===== config.mk =====
export PLATFORM = sky130hd
export DESIGN_NAME = pim_mac_cfu_flat
export DESIGN_NICKNAME = d
export VERILOG_FILES = /design/src/rtl/pim_pkg.sv /design/src/rtl/pim_mac_cfu_if.sv /design/src/rtl/pim_col_adc.sv /design/src/rtl/pim_mac_cfu.sv /design/src/flat_wrapper.sv
export SDC_FILE = /design/constraint.sdc
export NUM_CORES = 2
export LEC_CHECK = 0
export CAP_MARGIN = 20
export CORE_MARGIN = 4
export CORE_UTILIZATION = 40
export DETAILED_ROUTE_END_ITERATION = 12
export REMOVE_ABC_BUFFERS = 1
export SLEW_MARGIN = 20
export SYNTH_ARGS = -nofsm -noshare
export SYNTH_HDL_FRONTEND = slang
export SYNTH_SLANG_ARGS = --single-unit

===== constraint.sdc =====
create_clock -name clk -period 16.14 [get_ports clk]
set_input_delay 2.421 -clock clk [delete_from_list [all_inputs] [get_ports clk]]
set_output_delay 2.421 -clock clk [all_outputs]
set_load 0.005 [all_outputs]

===== src/rtl/pim_pkg.sv =====
// Shared opcode/state types and width helpers for the PIM multiply-accumulate CFU.
package pim_pkg;

    typedef enum logic [2:0] {
        OP_WRITE    = 3'd0,
        OP_READ     = 3'd1,
        OP_SET_ACT  = 3'd2,
        OP_MAC      = 3'd3,
        OP_READ_COL = 3'd4,
        OP_CLEAR    = 3'd5,
        OP_RSVD6    = 3'd6,
        OP_RSVD7    = 3'd7
    } op_e;

    typedef enum logic [1:0] {
        ST_IDLE = 2'd0,
        ST_RUN  = 2'd1,
        ST_SUM  = 2'd2,
        ST_RESP = 2'd3
    } state_e;

    localparam int DEF_ROWS   = 16;
    localparam int DEF_COLS   = 32;
    localparam int DEF_IBITS  = 4;
    localparam int DEF_DWIDTH = 32;

    // One ADC sample counts up to ROWS set bits; IBITS weighted samples cannot overflow acc.
    function automatic int adc_width(input int rows);
        return $clog2(rows + 1);
    endfunction

    function automatic int acc_width(input int rows, input int ibits);
        return $clog2(rows + 1) + ibits;
    endfunction

    localparam int DEF_ADC_W = adc_width(DEF_ROWS);
    localparam int DEF_ACC_W = acc_width(DEF_ROWS, DEF_IBITS);

endpackage


===== src/rtl/pim_mac_cfu_if.sv =====
// CFU command/response bus; the master issues commands and collects responses.
interface pim_mac_cfu_if
    import pim_pkg::*;
#(
    parameter int DWIDTH = 32
) ();

    // Both channels are valid/ready: a beat transfers on a clock edge where valid && ready;
    // once raised, valid and its payload hold steady until that edge.
    logic              cmd_valid;
    logic              cmd_ready;
    logic [9:0]        cmd_payload_function_id;
    logic [31:0]       cmd_payload_inputs_0;
    logic [31:0]       cmd_payload_inputs_1;
    logic              rsp_valid;
    logic              rsp_ready;
    logic              rsp_payload_response_ok;
    logic [DWIDTH-1:0] rsp_payload_outputs_0;
    state_e            dbg_state;

    modport master (
        output cmd_valid, cmd_payload_function_id, cmd_payload_inputs_0, cmd_payload_inputs_1,
        output rsp_ready,
        input  cmd_ready, rsp_valid, rsp_payload_response_ok, rsp_payload_outputs_0, dbg_state
    );

    modport slave (
        input  cmd_valid, cmd_payload_function_id, cmd_payload_inputs_0, cmd_payload_inputs_1,
        input  rsp_ready,
        output cmd_ready, rsp_valid, rsp_payload_response_ok, rsp_payload_outputs_0, dbg_state
    );

endinterface


===== src/rtl/pim_col_adc.sv =====
// One column's sense path: counts rows whose stored bit and read word line are both set.
module pim_col_adc
    import pim_pkg::*;
#(
    parameter int ROWS = 16
) (
    input  logic [ROWS-1:0]             i_col,
    input  logic [ROWS-1:0]             i_rwl,
    output logic [$clog2(ROWS+1)-1:0]   o_count
);

    localparam int ADC_W = adc_width(ROWS);

    always_comb begin
        o_count = '0;
        for (int j = 0; j < ROWS; j++) begin
            o_count = o_count + ADC_W'(i_col[j] & i_rwl[j]);
        end
    end

endmodule


===== src/rtl/pim_mac_cfu.sv =====
// PIM multiply-accumulate CFU: a ROWS x COLS bit array with per-row activations
// applied bit-serially, one popcount ADC per column, and a summing response stage.
module pim_mac_cfu
    import pim_pkg::*;
#(
    parameter int ROWS   = 16,
    parameter int COLS   = 32,
    parameter int IBITS  = 4,
    parameter int DWIDTH = 32
) (
    input  logic          clk,
    input  logic          reset,
    pim_mac_cfu_if.slave  cfu
);

    localparam int ADC_W  = adc_width(ROWS);
    localparam int ACC_W  = acc_width(ROWS, IBITS);
    localparam int K_W    = (IBITS > 1) ? $clog2(IBITS) : 1;
    localparam int RIDX_W = (ROWS > 1) ? $clog2(ROWS) : 1;
    localparam int CIDX_W = (COLS > 1) ? $clog2(COLS) : 1;

    state_e              r_state;
    state_e              w_next_state;
    logic [K_W-1:0]      r_k;
    logic [COLS-1:0]     r_mem [ROWS] = '{default: '0};
    logic [IBITS-1:0]    r_act [ROWS];
    logic [ACC_W-1:0]    r_acc [COLS];
    logic                r_rsp_ok;
    logic [DWIDTH-1:0]   r_rsp_data;

    op_e                 w_op;
    logic                w_accept;
    logic                w_cmd_ready;
    logic                w_rsp_valid;
    logic [RIDX_W-1:0]   w_row;
    logic [CIDX_W-1:0]   w_col;
    logic                w_row_ok;
    logic                w_col_ok;
    logic                w_cmd_ok;
    logic [DWIDTH-1:0]   w_cmd_data;
    logic [ROWS-1:0]     w_rwl;
    logic [ROWS-1:0]     w_col_bits [COLS];
    logic [ADC_W-1:0]    w_adc [COLS];
    logic [DWIDTH-1:0]   w_total;
    logic                w_unused_bits;

    assign w_op     = op_e'(cfu.cmd_payload_function_id[2:0]);
    assign w_row    = cfu.cmd_payload_inputs_0[RIDX_W-1:0];
    assign w_col    = cfu.cmd_payload_inputs_0[CIDX_W-1:0];
    assign w_row_ok = (cfu.cmd_payload_inputs_0 < 32'(ROWS));
    assign w_col_ok = (cfu.cmd_payload_inputs_0 < 32'(COLS));
    assign w_accept = cfu.cmd_valid && w_cmd_ready;
    assign w_unused_bits = ^{cfu.cmd_payload_function_id[9:3], cfu.cmd_payload_inputs_1};

    always_ff @(posedge clk) begin
        if (!reset) begin
            r_state <= ST_IDLE;
        end else begin
            r_state <= w_next_state;
        end
    end

    always_comb begin
        w_next_state = r_state;
        w_cmd_ready  = 1'b0;
        w_rsp_valid  = 1'b0;
        case (r_state)
            ST_IDLE: begin
                w_cmd_ready = 1'b1;
                if (cfu.cmd_valid) begin
                    w_next_state = (w_op == OP_MAC) ? ST_RUN : ST_RESP;
                end
            end
            ST_RUN: begin
                if (r_k == K_W'(IBITS - 1)) begin
                    w_next_state = ST_SUM;
                end
            end
            ST_SUM: begin
                w_next_state = ST_RESP;
            end
            ST_RESP: begin
                w_rsp_valid = 1'b1;
                if (cfu.rsp_ready) begin
                    w_next_state = ST_IDLE;
                end
            end
            default: begin
                w_next_state = ST_IDLE;
            end
        endcase
    end

    // Immediate response of every non-MAC opcode; illegal indices or opcodes yield ok=0, data=0.
    always_comb begin
        w_cmd_ok   = 1'b0;
        w_cmd_data = '0;
        case (w_op)
            OP_WRITE: begin
                if (w_row_ok) begin
                    w_cmd_ok   = 1'b1;
                    w_cmd_data = DWIDTH'(cfu.cmd_payload_inputs_1[COLS-1:0]);
                end
            end
            OP_READ: begin
                if (w_row_ok) begin
                    w_cmd_ok   = 1'b1;
                    w_cmd_data = DWIDTH'(r_mem[w_row]);
                end
            end
            OP_SET_ACT: begin
                if (w_row_ok) begin
                    w_cmd_ok   = 1'b1;
                    w_cmd_data = DWIDTH'(cfu.cmd_payload_inputs_1[IBITS-1:0]);
                end
            end
            OP_READ_COL: begin
                if (w_col_ok) begin
                    w_cmd_ok   = 1'b1;
                    w_cmd_data = DWIDTH'(r_acc[w_col]);
                end
            end
            OP_MAC, OP_CLEAR: begin
                w_cmd_ok = 1'b1;
            end
            default: begin
                w_cmd_ok = 1'b0;
            end
        endcase
    end

    always_comb begin
        w_rwl      = '0;
        w_col_bits = '{default: '0};
        for (int j = 0; j < ROWS; j++) begin
            w_rwl[j] = r_act[j][r_k];
            for (int i = 0; i < COLS; i++) begin
                w_col_bits[i][j] = r_mem[j][i];
            end
        end
    end

    for (genvar gi = 0; gi < COLS; gi++) begin : g_adc
        pim_col_adc #(.ROWS(ROWS)) u_adc (
            .i_col   (w_col_bits[gi]),
            .i_rwl   (w_rwl),
            .o_count (w_adc[gi])
        );
    end

    always_comb begin
        w_total = '0;
        for (int i = 0; i < COLS; i++) begin
            w_total = w_total + DWIDTH'(r_acc[i]);
        end
    end

    // Control, activation, accumulator and response registers; all cleared by reset.
    always_ff @(posedge clk) begin
        if (!reset) begin
            r_k        <= '0;
            r_rsp_ok   <= 1'b0;
            r_rsp_data <= '0;
            for (int j = 0; j < ROWS; j++) begin
                r_act[j] <= '0;
            end
            for (int i = 0; i < COLS; i++) begin
                r_acc[i] <= '0;
            end
        end else begin
            if (w_accept) begin
                r_k        <= '0;
                r_rsp_ok   <= w_cmd_ok;
                r_rsp_data <= w_cmd_data;
                if (w_op == OP_SET_ACT && w_row_ok) begin
                    r_act[w_row] <= cfu.cmd_payload_inputs_1[IBITS-1:0];
                end
                if (w_op == OP_CLEAR) begin
                    for (int j = 0; j < ROWS; j++) begin
                        r_act[j] <= '0;
                    end
                end
                if (w_op == OP_MAC) begin
                    for (int i = 0; i < COLS; i++) begin
                        r_acc[i] <= '0;
                    end
                end
            end
            if (r_state == ST_RUN) begin
                r_k <= r_k + K_W'(1);
                for (int i = 0; i < COLS; i++) begin
                    r_acc[i] <= r_acc[i] + (ACC_W'(w_adc[i]) << r_k);
                end
            end
            if (r_state == ST_SUM) begin
                r_rsp_ok   <= 1'b1;
                r_rsp_data <= w_total;
            end
        end
    end

    // The array is never reset so an aborted command cannot disturb stored contents.
    always_ff @(posedge clk) begin
        if (reset && w_accept) begin
            if (w_op == OP_WRITE && w_row_ok) begin
                r_mem[w_row] <= cfu.cmd_payload_inputs_1[COLS-1:0];
            end else if (w_op == OP_CLEAR) begin
                for (int j = 0; j < ROWS; j++) begin
                    r_mem[j] <= '0;
                end
            end
        end
    end

    assign cfu.cmd_ready               = w_cmd_ready;
    assign cfu.rsp_valid               = w_rsp_valid;
    assign cfu.rsp_payload_response_ok = r_rsp_ok;
    assign cfu.rsp_payload_outputs_0   = r_rsp_data;
    assign cfu.dbg_state               = r_state;

endmodule


===== src/flat_wrapper.sv =====
// flat-port wrapper written by rule: the top's interface ports become plain ports
module pim_mac_cfu_flat import pim_pkg::*;
#(
    parameter int ROWS   = 16,
    parameter int COLS   = 32,
    parameter int IBITS  = 4,
    parameter int DWIDTH = 32
)
  (clk, reset, cfu_cmd_valid, cfu_cmd_payload_function_id, cfu_cmd_payload_inputs_0, cfu_cmd_payload_inputs_1, cfu_rsp_ready, cfu_cmd_ready, cfu_rsp_valid, cfu_rsp_payload_response_ok, cfu_rsp_payload_outputs_0, cfu_dbg_state);
  pim_mac_cfu_if #(.DWIDTH(DWIDTH)) cfu_i ();
  input  logic clk;
  input  logic reset;
  input wire logic [$bits(cfu_i.cmd_valid)-1:0] cfu_cmd_valid;
  input wire logic [$bits(cfu_i.cmd_payload_function_id)-1:0] cfu_cmd_payload_function_id;
  input wire logic [$bits(cfu_i.cmd_payload_inputs_0)-1:0] cfu_cmd_payload_inputs_0;
  input wire logic [$bits(cfu_i.cmd_payload_inputs_1)-1:0] cfu_cmd_payload_inputs_1;
  input wire logic [$bits(cfu_i.rsp_ready)-1:0] cfu_rsp_ready;
  output wire logic [$bits(cfu_i.cmd_ready)-1:0] cfu_cmd_ready;
  output wire logic [$bits(cfu_i.rsp_valid)-1:0] cfu_rsp_valid;
  output wire logic [$bits(cfu_i.rsp_payload_response_ok)-1:0] cfu_rsp_payload_response_ok;
  output wire logic [$bits(cfu_i.rsp_payload_outputs_0)-1:0] cfu_rsp_payload_outputs_0;
  output wire logic [$bits(cfu_i.dbg_state)-1:0] cfu_dbg_state;
  assign cfu_i.cmd_valid = cfu_cmd_valid;
  assign cfu_i.cmd_payload_function_id = cfu_cmd_payload_function_id;
  assign cfu_i.cmd_payload_inputs_0 = cfu_cmd_payload_inputs_0;
  assign cfu_i.cmd_payload_inputs_1 = cfu_cmd_payload_inputs_1;
  assign cfu_i.rsp_ready = cfu_rsp_ready;
  assign cfu_cmd_ready = cfu_i.cmd_ready;
  assign cfu_rsp_valid = cfu_i.rsp_valid;
  assign cfu_rsp_payload_response_ok = cfu_i.rsp_payload_response_ok;
  assign cfu_rsp_payload_outputs_0 = cfu_i.rsp_payload_outputs_0;
  assign cfu_dbg_state = cfu_i.dbg_state;
  pim_mac_cfu #(.ROWS(ROWS), .COLS(COLS), .IBITS(IBITS), .DWIDTH(DWIDTH)) u_core (.clk(clk), .reset(reset), .cfu(cfu_i));
endmodule

==> metrics.yaml <==
port_buffers: 107
vias: 57810
drt-pass1-iter-count: 6
area.growth.synth_to_final_pct: 9.443
hold_start: "u_core.cfu.rsp_payload_outputs_0[23]$_SDFFE_PN0P_"
reg2reg_depth: 29
post-synth-top-count-cell: "nand2_1"
r2r_slack_ns: 7.30
clock_latency_ns: 0.77
cp.arrival_ns: 9.51
fin_worst_skew_ns: 0.06681
final_antenna_net_count: 0
hold_viol: 0
die_w_um: 434.4
slowest_stage: "fa_1"
hp-class: "reg2reg"
globalRouteTotalUtil: 0.2843
yosysTopAreaCell: "fa_1"
ctsRootBufferMaster: "clkbuf_16"
dp_slack_ns: 7.398
fin_ws_ns: 7.298
met3_usage: 0.07254
routed_wl_mm: 269.9
rsz0062_at_grt: "false"
synth_top_area_frac: 0.1677
drv_slew: 0
fill_cells: 17330
max_freq_mhz: 113.1
busiest_layer: "met2"
cts_buffers: 106
crit_type: "reg2reg"
cap_violations: 0
yosysUniqueCellTypes: 67
post-route-min-period_ns: 8.842
synth_warnings: 0
grt_max_degree: 202
post-route-util: 0.4403
die_h_um: 434.4
seq_area_um2: 21480
end_kind: "flip-flop"
r2r_start: "u_core.r_acc[0][0]$_SDFFE_PP0P_"
slowest_delay_ns: 0.60
ys.flop_type: "dfxtp_1"
grt_pass1_vias: 56540
post_cts_buffers: 0
whs_endpoint: "u_core.cfu.rsp_payload_outputs_0[23]$_SDFFE_PN0P_"
wl_per_cell_um: 26.81
relSlewSlack: 0.2775
synthCells: 7730
clock_path_buffers: 3
coreArea_um2: 180700
syn_area_per_cell_um2: 9.407
start_util: 0.4023
start_kind: "flip-flop"
multi_input_area_um2: 46880
use_met2: 0.4374
io_pins: 115
nets: 8750
rr_endpoint: "u_core.cfu.rsp_payload_outputs_0[14]$_SDFFE_PN0P_"
grt_overflow: 0
antenna_found_initial: 13
met1_usage: 0.3648
yosys-top-cells-area: "fa_1, dfxtp_1, edfxtp_1"
drc: 0
crit_top_cell: "fa_1"
drt-vias-per-instance: 5.741
dieArea_um2: 188700
drive_above_1_share: 0.08174
synth_edf_count: 343
cts.repair.resized: 0
crit_required_ns: 16.81
cts.sinks: 901
hold_buffers: 0
setup_viol: 0
ctsHtreeMaxLevel: 3
ys_ff_latch: 901
hpwl_mm: 183.6
status: "complete, no violations"
dp.cells: 9854
worst_pin_slew_ns: 1.076
stdcell_count: 10070
first_iter_violations: 6415
holdPathStages: 2
place.gp.congestion: 0.9503
fp-row-count: 156
synth_area_um2: 72720
synthTopCellsByCount: "nand2_1, a21oi_1, inv_1"
ys_seq_area_frac: 0.2953
cts_tree: "done"
synth-async-reset-ratio: 0
min_period_over_period: 0.5478
clkTransAtPathRegs_ns: 0.06
grt_pass1_wl_mm: 390.7
worstPathMaxFanout: 4
==> metrics by stage <==
stage	setup TNS, ns	area (um2)	hold slack (ns)
after global routing	0	79550	0.4803
after CTS	0	79510	0.4605
after floorplan	-1414.75	70840	0.4415
after global placement	0	75880	0.4375
after detailed placement	0	75910	0.4465
final	0	79580	0.4566
==> cell usage in the layout, fill, tap and decap left out, types with 7 or more instances in the layout <==
cell type / synthesis / routed
or2_2: 39 / 39
o21ai_0: 225 / 225
a21oi_1: 719 / 719
xor2_1: 99 / 99
a21o_1: 101 / 101
clkdlybuf4s50_1: 0 / 102
clkbuf_8: 0 / 16
buf_4: 8 / 103
nand2_1: 1333 / 1331
o41ai_1: 22 / 22
clkbuf_1: 353 / 18
nand2b_1: 72 / 72
o22ai_1: 25 / 25
diode_2: 0 / 15
nor2_1: 447 / 444
nor2b_1: 70 / 70
and2_1: 509 / 509
clkinv_2: 0 / 21
nand4_1: 18 / 18
fa_1: 609 / 609
mux4_2: 264 / 262
nor3_1: 130 / 130
a22oi_1: 26 / 26
nand3_1: 14 / 12
a21boi_0: 36 / 36
ha_1: 470 / 469
edfxtp_1: 343 / 343
nor4_4: 0 / 12
and3_1: 53 / 53
mux2i_1: 100 / 100
dfxtp_1: 558 / 556
inv_1: 708 / 707
clkbuf_16: 0 / 112
xnor2_1: 137 / 137
nor4_1: 7 / 7
or3_1: 40 / 40
==> state kept, by name, indices dropped and copies added (netlist names) <==
register,flops
u_core.cfu.dbg_state,2
u_core.cfu.rsp_payload_outputs_0,32
u_core.cfu.rsp_payload_response_ok,1
u_core.r_acc,288
u_core.r_act,64
u_core.r_k,2
u_core.r_mem,512
==> worst max-delay path, delay by kind of cell (launching register included) <==
kind / cells / cell delay, ns
fa+ha+maj: 11 / 5.32
compound gates: 10 / 1.74
xor+xnor: 1 / 0.58
buf+inv: 6 / 0.41
flops: 1 / 0.39
simple gates: 1 / 0.31
==> worst max-delay path by stage <==
stage,from,to
floorplan,cfu_cmd_valid,u_core.r_mem[0][0]$_SDFFE_PP0P_
global placement,u_core.r_acc[0][0]$_SDFFE_PP0P_,u_core.cfu.rsp_payload_outputs_0[14]$_SDFFE_PN0P_
detailed placement,u_core.r_acc[0][0]$_SDFFE_PP0P_,u_core.cfu.rsp_payload_outputs_0[14]$_SDFFE_PN0P_
CTS,u_core.r_acc[0][0]$_SDFFE_PP0P_,u_core.cfu.rsp_payload_outputs_0[14]$_SDFFE_PN0P_
global route,u_core.r_acc[0][0]$_SDFFE_PP0P_,u_core.cfu.rsp_payload_outputs_0[14]$_SDFFE_PN0P_
finish,u_core.r_acc[0][0]$_SDFFE_PP0P_,u_core.cfu.rsp_payload_outputs_0[14]$_SDFFE_PN0P_
==> kinds of logic (layout without fill, tap and decap cells) <==
logic type               count (synthesis)  in the layout  share of synthesized area
flip-flops                             901            901                     0.2953
buffers and inverters                 1169           1122                    0.06239
AND/OR/NAND/NOR                       2764           2764                     0.1757
multiplexers                           368            368                    0.09615
other                                    0             15                          0
adder cells (fa/ha/maj)               1079           1079                     0.2485
AO/OA/AOI/OAI                         1213           1213                    0.09352
XOR/XNOR                               236            236                    0.02843
==> cell type report <==
class                      instances  area share
tap                             2370     0.03726
multi-input combinational       5660      0.5891
timing repair buffer             215     0.02456
antenna                           15   0.0004717
clock buffer                     149     0.03902
clock inverter                    49    0.006257
sequential                       901      0.2699
inverter                         709     0.03347
==> per-layer routing <==
metal / share of wire / up-vias
met3: 0.11 / 732
met4: 0.065 / 4
met5: 0.000085 / -
met1: 0.39 / 28500
met2: 0.44 / 3106
li1: - / 25460
Power is left out: the tool's default activity adds up to more than one toggle a clock period on the data nets, which glitch-free logic cannot reach.
